[src/rtl/ioctl_download_sender.sv]
// ioctl_download_sender
//
// Replays a byte stream into a core through the ioctl download interface.
// A start command latches the file index, base address and byte count. The
// sender then raises ioctl_download, waits PRE_CYCLES, and pulls bytes one at
// a time from a valid/ready stream. It issues one ioctl_wr strobe per byte at
// consecutive addresses, keeps the window open for POST_CYCLES after the last
// strobe, and signals completion with a one-cycle done pulse.
//
// Ports
//   clk_sys, reset        single clock, synchronous active-high reset
//   start                 one-cycle command, ignored while busy
//   index                 file index, latched on an accepted start
//   start_addr            address of the first byte
//   length                number of bytes to send (0 allowed)
//   s_data/s_valid/s_ready  byte stream, transfer on s_valid && s_ready
//   ioctl_download        transfer window
//   ioctl_wr              one-cycle write strobe
//   ioctl_addr            byte address
//   ioctl_dout            byte data
//   ioctl_index           file index
//   ioctl_wait            receiver stall request
//   busy                  transfer in progress
//   done                  one-cycle pulse in the cycle ioctl_download falls
module ioctl_download_sender #(
    parameter int ADDR_W      = 25,
    parameter int PRE_CYCLES  = 4,
    parameter int WR_GAP      = 1,
    parameter int POST_CYCLES = 4
) (
    input  logic              clk_sys,
    input  logic              reset,
    input  logic              start,
    input  logic [7:0]        index,
    input  logic [ADDR_W-1:0] start_addr,
    input  logic [ADDR_W-1:0] length,
    input  logic [7:0]        s_data,
    input  logic              s_valid,
    output logic              s_ready,
    output logic              ioctl_download,
    output logic              ioctl_wr,
    output logic [ADDR_W-1:0] ioctl_addr,
    output logic [7:0]        ioctl_dout,
    output logic [7:0]        ioctl_index,
    input  logic              ioctl_wait,
    output logic              busy,
    output logic              done
);

    typedef enum logic [2:0] {
        S_IDLE,
        S_PRE,
        S_REQ,
        S_WRITE,
        S_GAP,
        S_POST
    } state_t;

    localparam logic [15:0] PRE_LAST  = 16'(PRE_CYCLES - 1);
    localparam logic [15:0] GAP_LAST  = 16'((WR_GAP > 0) ? (WR_GAP - 1) : 0);
    localparam logic [15:0] POST_LAST = 16'(POST_CYCLES - 1);

    state_t            state_q, state_d;
    logic [15:0]       cnt_q, cnt_d;
    logic [ADDR_W-1:0] addr_q, addr_d;
    logic [ADDR_W-1:0] rem_q, rem_d;
    logic [7:0]        dout_q, dout_d;
    logic [7:0]        index_q, index_d;
    logic              done_q, done_d;

    always_ff @(posedge clk_sys) begin
        if (reset) begin
            state_q <= S_IDLE;
            cnt_q   <= '0;
            addr_q  <= '0;
            rem_q   <= '0;
            dout_q  <= '0;
            index_q <= '0;
            done_q  <= 1'b0;
        end else begin
            state_q <= state_d;
            cnt_q   <= cnt_d;
            addr_q  <= addr_d;
            rem_q   <= rem_d;
            dout_q  <= dout_d;
            index_q <= index_d;
            done_q  <= done_d;
        end
    end

    always_comb begin
        state_d = state_q;
        cnt_d   = cnt_q;
        addr_d  = addr_q;
        rem_d   = rem_q;
        dout_d  = dout_q;
        index_d = index_q;
        done_d  = 1'b0;
        s_ready = 1'b0;

        case (state_q)
            S_IDLE: begin
                if (start) begin
                    index_d = index;
                    addr_d  = start_addr;
                    rem_d   = length;
                    cnt_d   = '0;
                    state_d = S_PRE;
                end
            end

            S_PRE: begin
                if (cnt_q == PRE_LAST) begin
                    cnt_d   = '0;
                    state_d = (rem_q != '0) ? S_REQ : S_POST;
                end else begin
                    cnt_d = cnt_q + 16'd1;
                end
            end

            S_REQ: begin
                // Bytes are only accepted while the receiver is not stalling,
                // so every strobe corresponds to a byte taken with wait low.
                s_ready = !ioctl_wait;
                if (s_valid && !ioctl_wait) begin
                    dout_d  = s_data;
                    state_d = S_WRITE;
                end
            end

            S_WRITE: begin
                addr_d = addr_q + ADDR_W'(1);
                rem_d  = rem_q - ADDR_W'(1);
                cnt_d  = '0;
                // The gap only paces the next request; after the final byte the
                // POST window starts right away so it counts from the last strobe.
                if (rem_q == ADDR_W'(1)) begin
                    state_d = S_POST;
                end else if (WR_GAP > 0) begin
                    state_d = S_GAP;
                end else begin
                    state_d = S_REQ;
                end
            end

            S_GAP: begin
                if (cnt_q == GAP_LAST) begin
                    cnt_d   = '0;
                    state_d = S_REQ;
                end else begin
                    cnt_d = cnt_q + 16'd1;
                end
            end

            S_POST: begin
                if (cnt_q == POST_LAST) begin
                    cnt_d   = '0;
                    done_d  = 1'b1;
                    state_d = S_IDLE;
                end else begin
                    cnt_d = cnt_q + 16'd1;
                end
            end

            default: begin
                state_d = S_IDLE;
                cnt_d   = '0;
            end
        endcase
    end

    assign ioctl_download = (state_q != S_IDLE);
    assign busy           = (state_q != S_IDLE);
    assign ioctl_wr       = (state_q == S_WRITE);
    assign ioctl_addr     = addr_q;
    assign ioctl_dout     = dout_q;
    assign ioctl_index    = index_q;
    assign done           = done_q;

endmodule

[config.mk]
export PLATFORM = sky130hd
export DESIGN_NAME = ioctl_download_sender
export DESIGN_NICKNAME = d
export VERILOG_FILES = /design/src/rtl/ioctl_download_sender.sv
export SDC_FILE = /design/constraint.sdc
export NUM_CORES = 1
export LEC_CHECK = 0
export ABC_CLOCK_PERIOD_IN_PS = 2700
export BUFFER_PORTS_ARGS = -buffer_cell sky130_fd_sc_hd__buf_2
export CAP_MARGIN = 0
export CORE_MARGIN = 2
export CORE_UTILIZATION = 55
export CTS_BUF_LIST = sky130_fd_sc_hd__clkbuf_8
export DETAILED_ROUTE_END_ITERATION = 10
export MAX_ROUTING_LAYER = met4
export PLACE_DENSITY = 0.89
export SYNTH_ARGS = -nofsm -noshare
export SYNTH_HDL_FRONTEND = slang
export SYNTH_SLANG_ARGS = --single-unit
export TNS_END_PERCENT = 20
[constraint.sdc]
create_clock -name clk_sys -period 2.7 [get_ports clk_sys]
set_input_delay 0.54 -clock clk_sys [delete_from_list [all_inputs] [get_ports clk_sys]]
set_output_delay 0.54 -clock clk_sys [all_outputs]
set_load 0.005 [all_outputs]
### Word-level counts from Yosys, hierarchy flattened

Cells that the tools add are included.

| operators by class | value |
|---|---|
| bitwise gates (word level) | 2 |
| reductions and logical operators | 14 |
| div/mod/pow operators | 0 |
| add/subtract/negate cells | 3 |
| equal/unequal tests | 12 |
| shift-type cells | 0 |
| multiplexer cells | 18 |
| order comparisons | 0 |
| $mul | 0 |

Operator list:

| cell | number |
|---|---|
| $pmux 25 s2 | 2 |
| $pmux 16 s4 | 1 |
| $mux 25 | 2 |
| $mux 16 | 3 |
| $add 25x1->25 const B | 1 |
| $eq 25x1->1 const B | 1 |
| $reduce_bool 25->1 | 1 |
| $sub 25x1->25 const B | 1 |
| $mux 3 | 6 |
| $pmux 3 s6 | 1 |
| $add 16x1->16 const B | 1 |
| $eq 16x2->1 const B | 1 |
| $logic_not 16->1 | 1 |
| $ne 2x2->1 const B | 5 |
| $reduce_and 2->1 | 4 |
| $eq 3x2->1 const B | 2 |
| $eq 3x3->1 const B | 2 |
| $reduce_and 5->1 | 1 |
| $reduce_or 2->1 | 2 |
| $eq 3x1->1 const B | 1 |
| $logic_not 3->1 | 1 |
| $mux 1 | 3 |
| $reduce_bool 3->1 | 1 |
| $not 1->1 | 2 |
| other kinds (3) | 3 |

| storage, ports and cells | value |
|---|---|
| register bits after elaboration | 86 |
| logic and storage cells | 56 |
| bits in writable memories | 0 |
| input bits | 71 |
| memories | 0 |
| bits in latches | 0 |
| bits in read-only memories | 0 |

### Logic depth before layout (Yosys ltp)

| depth | value |
|---|---|
| word-level depth | 4 |
| mapped depth | 8 |
| gate-level depth less buffers | 7 |

### Worst setup path before layout

No wires, ideal clock.

| path | value |
|---|---|
| path kind | register to register |
| start | register rem_q[0] |
| end | register rem_q[18] |
| setup slack | 523 ps |
| stages on the path, launching flop included | 8 |
| arrival | 2045 ps |
| setup time | 132 ps |
| cell sequence | dfxtp_1 inv_1 ha_1 or4b_1 or4b_4 nor4_2 a2bb2oi_1 a21oi_1 |

| on the way | value |
|---|---|
| word-level cells in the longest chain between the ends | 2 |

Ends and longest elaborated chain:

| what | RTL line | source |
|---|---|---|
| start, declared | 66 | `logic [ADDR_W-1:0] rem_q, rem_d;` |
| start signal, assigned | 84 | `rem_q <= rem_d;` |
| $sub 25x1->25 | 133 | `rem_d = rem_q - ADDR_W'(1);` |
| $pmux 25 s2 | 101 | `case (state_q)` |

No other way between the ends.
A chain may end at the register's enable or synchronous reset.

### Worst setup path after layout

| path | value |
|---|---|
| start | register rem_q[1] |
| end | register rem_q[18] |

Same word-level chain as after synthesis.

==> flow_summary.json <==
{
  "setup_violations": 0,
  "wl_met2_um": 6097,
  "p_int_mw": 2.670,
  "synth_edf_count": 0,
  "crit_path_max_fanout": 7,
  "synth_top_cell_area_share_pct": 38.46,
  "cts-root-buf": "clkbuf_8",
  "p_leak_nw": 2.097,
  "die-width_um": 94.22,
  "crit_arrival_ns": 2.63,
  "n_antenna_cell": 0,
  "synthTopCellsByCount": "86 x dfxtp_1, 82 x nand2_1, 54 x nor2_1",
  "post-route-drc-count": 0,
  "post_cts_resized": 0,
  "wirelength_um": 12450,
  "switchingPower_mw": 1.704,
  "wl_met3_um": 839,
  "track_usage_pct": 28.98,
  "port_buffers": 116,
  "nets": 752,
  "p_sw_share_pct": 38.95,
  "dieArea_sq_um": 8877,
  "finalWeightedCongestion": 0.9135,
  "grt_pass1_wl_um": 20290,
  "drtIter0Drc": 379,
  "overflow": 0,
  "netlist_area_sq_um": 4477,
  "viasPerCell": 6.151,
  "reg2reg_slack_ns": 0.27,
  "fmax_ghz": 0.4123,
  "r2r-end": "rem_q[18]",
  "start_util_pct": 57.34,
  "place_worst_setup_slack_ns": 0.2956,
  "grt_pass1_vias": 4330,
  "cp-start-kind": "flip-flop",
  "pwr-share-comb_pct": 36.6,
  "yosysWarnings": 0,
  "criticalPathCategory": "flip-flop to flip-flop",
  "fin_ws_ns": 0.2747,
  "p_per_area_nw_per_um2": 817.7,
  "synth.distinct_cells": 63,
  "end_kind": "flip-flop",
  "post-route-period-util_pct": 89.83,
  "clkTransAtPathRegs_ns": 0.09,
  "skew_ns": 0.01279,
  "post_cts_buffers": 0,
  "p_clk_share_pct": 23.3,
  "status": "completed",
  "relSlewSlack_pct": 39.95,
  "layout-drive-gt1-share_pct": 23.12,
  "area_growth_pct": 19.48,
  "seq_area_frac_synth_pct": 38.46,
  "clk_latency_ns": 0.35,
  "synth_seq_cells": 86,
  "fin_crit_ns": 2.425,
  "coreArea_sq_um": 7807,
  "yosysTopAreaCell": "dfxtp_1",
  "cts_buffers": 9,
  "pin_count": 117,
  "dr.max_layer_used": "met4",
  "slew_violations": 0,
  "drv_cap": 0,
  "core.rowCount": 32,
  "worst_pin_slew_ns": 0.8974,
  "ys.flop_type": "dfxtp_1",
  "ant_nets": 0,
  "regToRegStartpoint": "rem_q[1]",
  "grt_max_degree": 67,
  "cp-startpoint": "rem_q[1]",
  "antenna_found_initial": 0,
  "drt_first_pass_iters": 5,
  "rsz0062_at_grt": "no",
  "h-tree-depth": 3,
  "wl_per_cell_um": 15.94,
  "cp-endpoint": "rem_q[18]",
  "ir_drop_v": 0.0004468,
  "hp-class": "primary input to flip-flop",
  "dpl.hpwl_um": 8578,
  "cts.sinks": 86,
  "syn_nets": 648,
  "vias": 4804,
  "syn_inst": 571,
  "avgSynthCellArea_sq_um": 7.840,
  "utilization_pct": 68.51,
  "fill_cells": 642,
  "die_h_um": 94.22,
  "reg2reg_depth": 7,
  "finalHoldViolations": 0,
  "cts_tree": "built",
  "synthTopCellsByArea": "dfxtp_1 38%, nand2_1 6.9%, a21oi_1 5.6%",
  "ctsHoldBuffers": 0,
  "wirelength_met1_um": 5336,
  "synth.most_common_cell": "dfxtp_1",
  "async_reset_ff_share_pct": 0,
  "timing.setup.tns_ns": 0,
  "seqPwrFrac_pct": 40.1,
  "clockBufferDepth": 2,
  "cp.required_ns": 2.91
}
## layout by cell type (no fill, tap or decap), drive strengths merged, types with 14 or more instances in the layout
cell type	instances
buf	127
dfxtp	86
nand2	82
nor2	54
a21oi	50
nand3	27
a31oi	22
nor3	22
o21ai	19
nand4	15
nor4	14
## worst min-delay path by stage
stage / startpoint / slack (ns) / to / cells after the start
after floorplan: ioctl_dout[0] / 0.45 / ioctl_dout[0] / 2
after global placement: ioctl_index[2] / 0.44 / ioctl_index[2] / 2
after detailed placement: ioctl_index[3] / 0.45 / ioctl_index[3] / 2
after CTS: index[2] / 0.41 / ioctl_index[2] / 3
after global routing: index[2] / 0.41 / ioctl_index[2] / 3
final: index[2] / 0.41 / ioctl_index[2] / 3
## cell type report
class                           count  area (sq um)  share of cell area [%]
Timing Repair Buffer              127         663.1                   12.40
Clock buffer                       10         137.6                   2.573
Multi-Input combinational cell    439          2571                   48.07
Tap cell                          102         127.6                   2.386
Inverter                           12         45.04                  0.8421
Clock inverter                      5         82.58                   1.544
Sequential cell                    86          1722                   32.19
## through the flow
| stage | cell area, sq um | std cells | power (mW) | hold WS (ns) |
|---|---|---|---|---|
| after global placement | 5129 | 766 | 3.285 | 0.4397 |
| after CTS | 5349 | 781 | 4.356 | 0.4075 |
| after detailed placement | 5129 | 766 | 3.344 | 0.4477 |
| final | 5349 | 781 | 4.374 | 0.4143 |
| after floorplan | 4477 | 571 | 2.852 | 0.4527 |
| after global routing | 5349 | 781 | 4.641 | 0.4124 |
## metal layers
layer  vias up  GRT usage (%)
met5         -              -
met4         0          8.092
met3        20          4.976
met2       191          46.85
met1      2272          37.59
li1       2321              -
## registers in the layout (all words and copies together), names as in the netlist
signal	flops
cnt_q	16
ioctl_addr	25
rem_q	25
state_q	3
ioctl_index	8
ioctl_dout	8
done	1
## logic make-up (layout without fill, tap and decap cells)
logic type                 after synthesis  in the layout  synth area share, %
and+or+nand+nor                        263            263                30.02
AOI/OAI and AO/OA                      150            150                21.46
DFF                                     86             86                38.46
buffers and inverters                   46            154                4.248
xor gates and xnor gates                15             15                2.935
adders and majority gates                6              6                1.677
muxes                                    5              5                1.202
## worst max-delay path, stage by stage, from the launching register on
cell and delay, ns:
dfxtp_1 0.34, inv_1 0.12, ha_1 0.30, or4b_1 0.51, or4b_4 0.53, nor4_2 0.20, a2bb2oi_1 0.20, a21oi_1 0.08
## power by group through the flow
stage / Combinational [mW] / Clock [mW] / Sequential (mW)
3_5_place_dp: 1.58 / 0 / 1.77
4_1_cts: 1.58 / 1.03 / 1.74
6_report: 1.60 / 1.02 / 1.76
2_1_floorplan: 1.16 / 0 / 1.69
5_1_grt: 1.77 / 1.08 / 1.79
3_3_place_gp: 1.53 / 0 / 1.75
No activity file was read; power rests on OpenSTA's default activity.
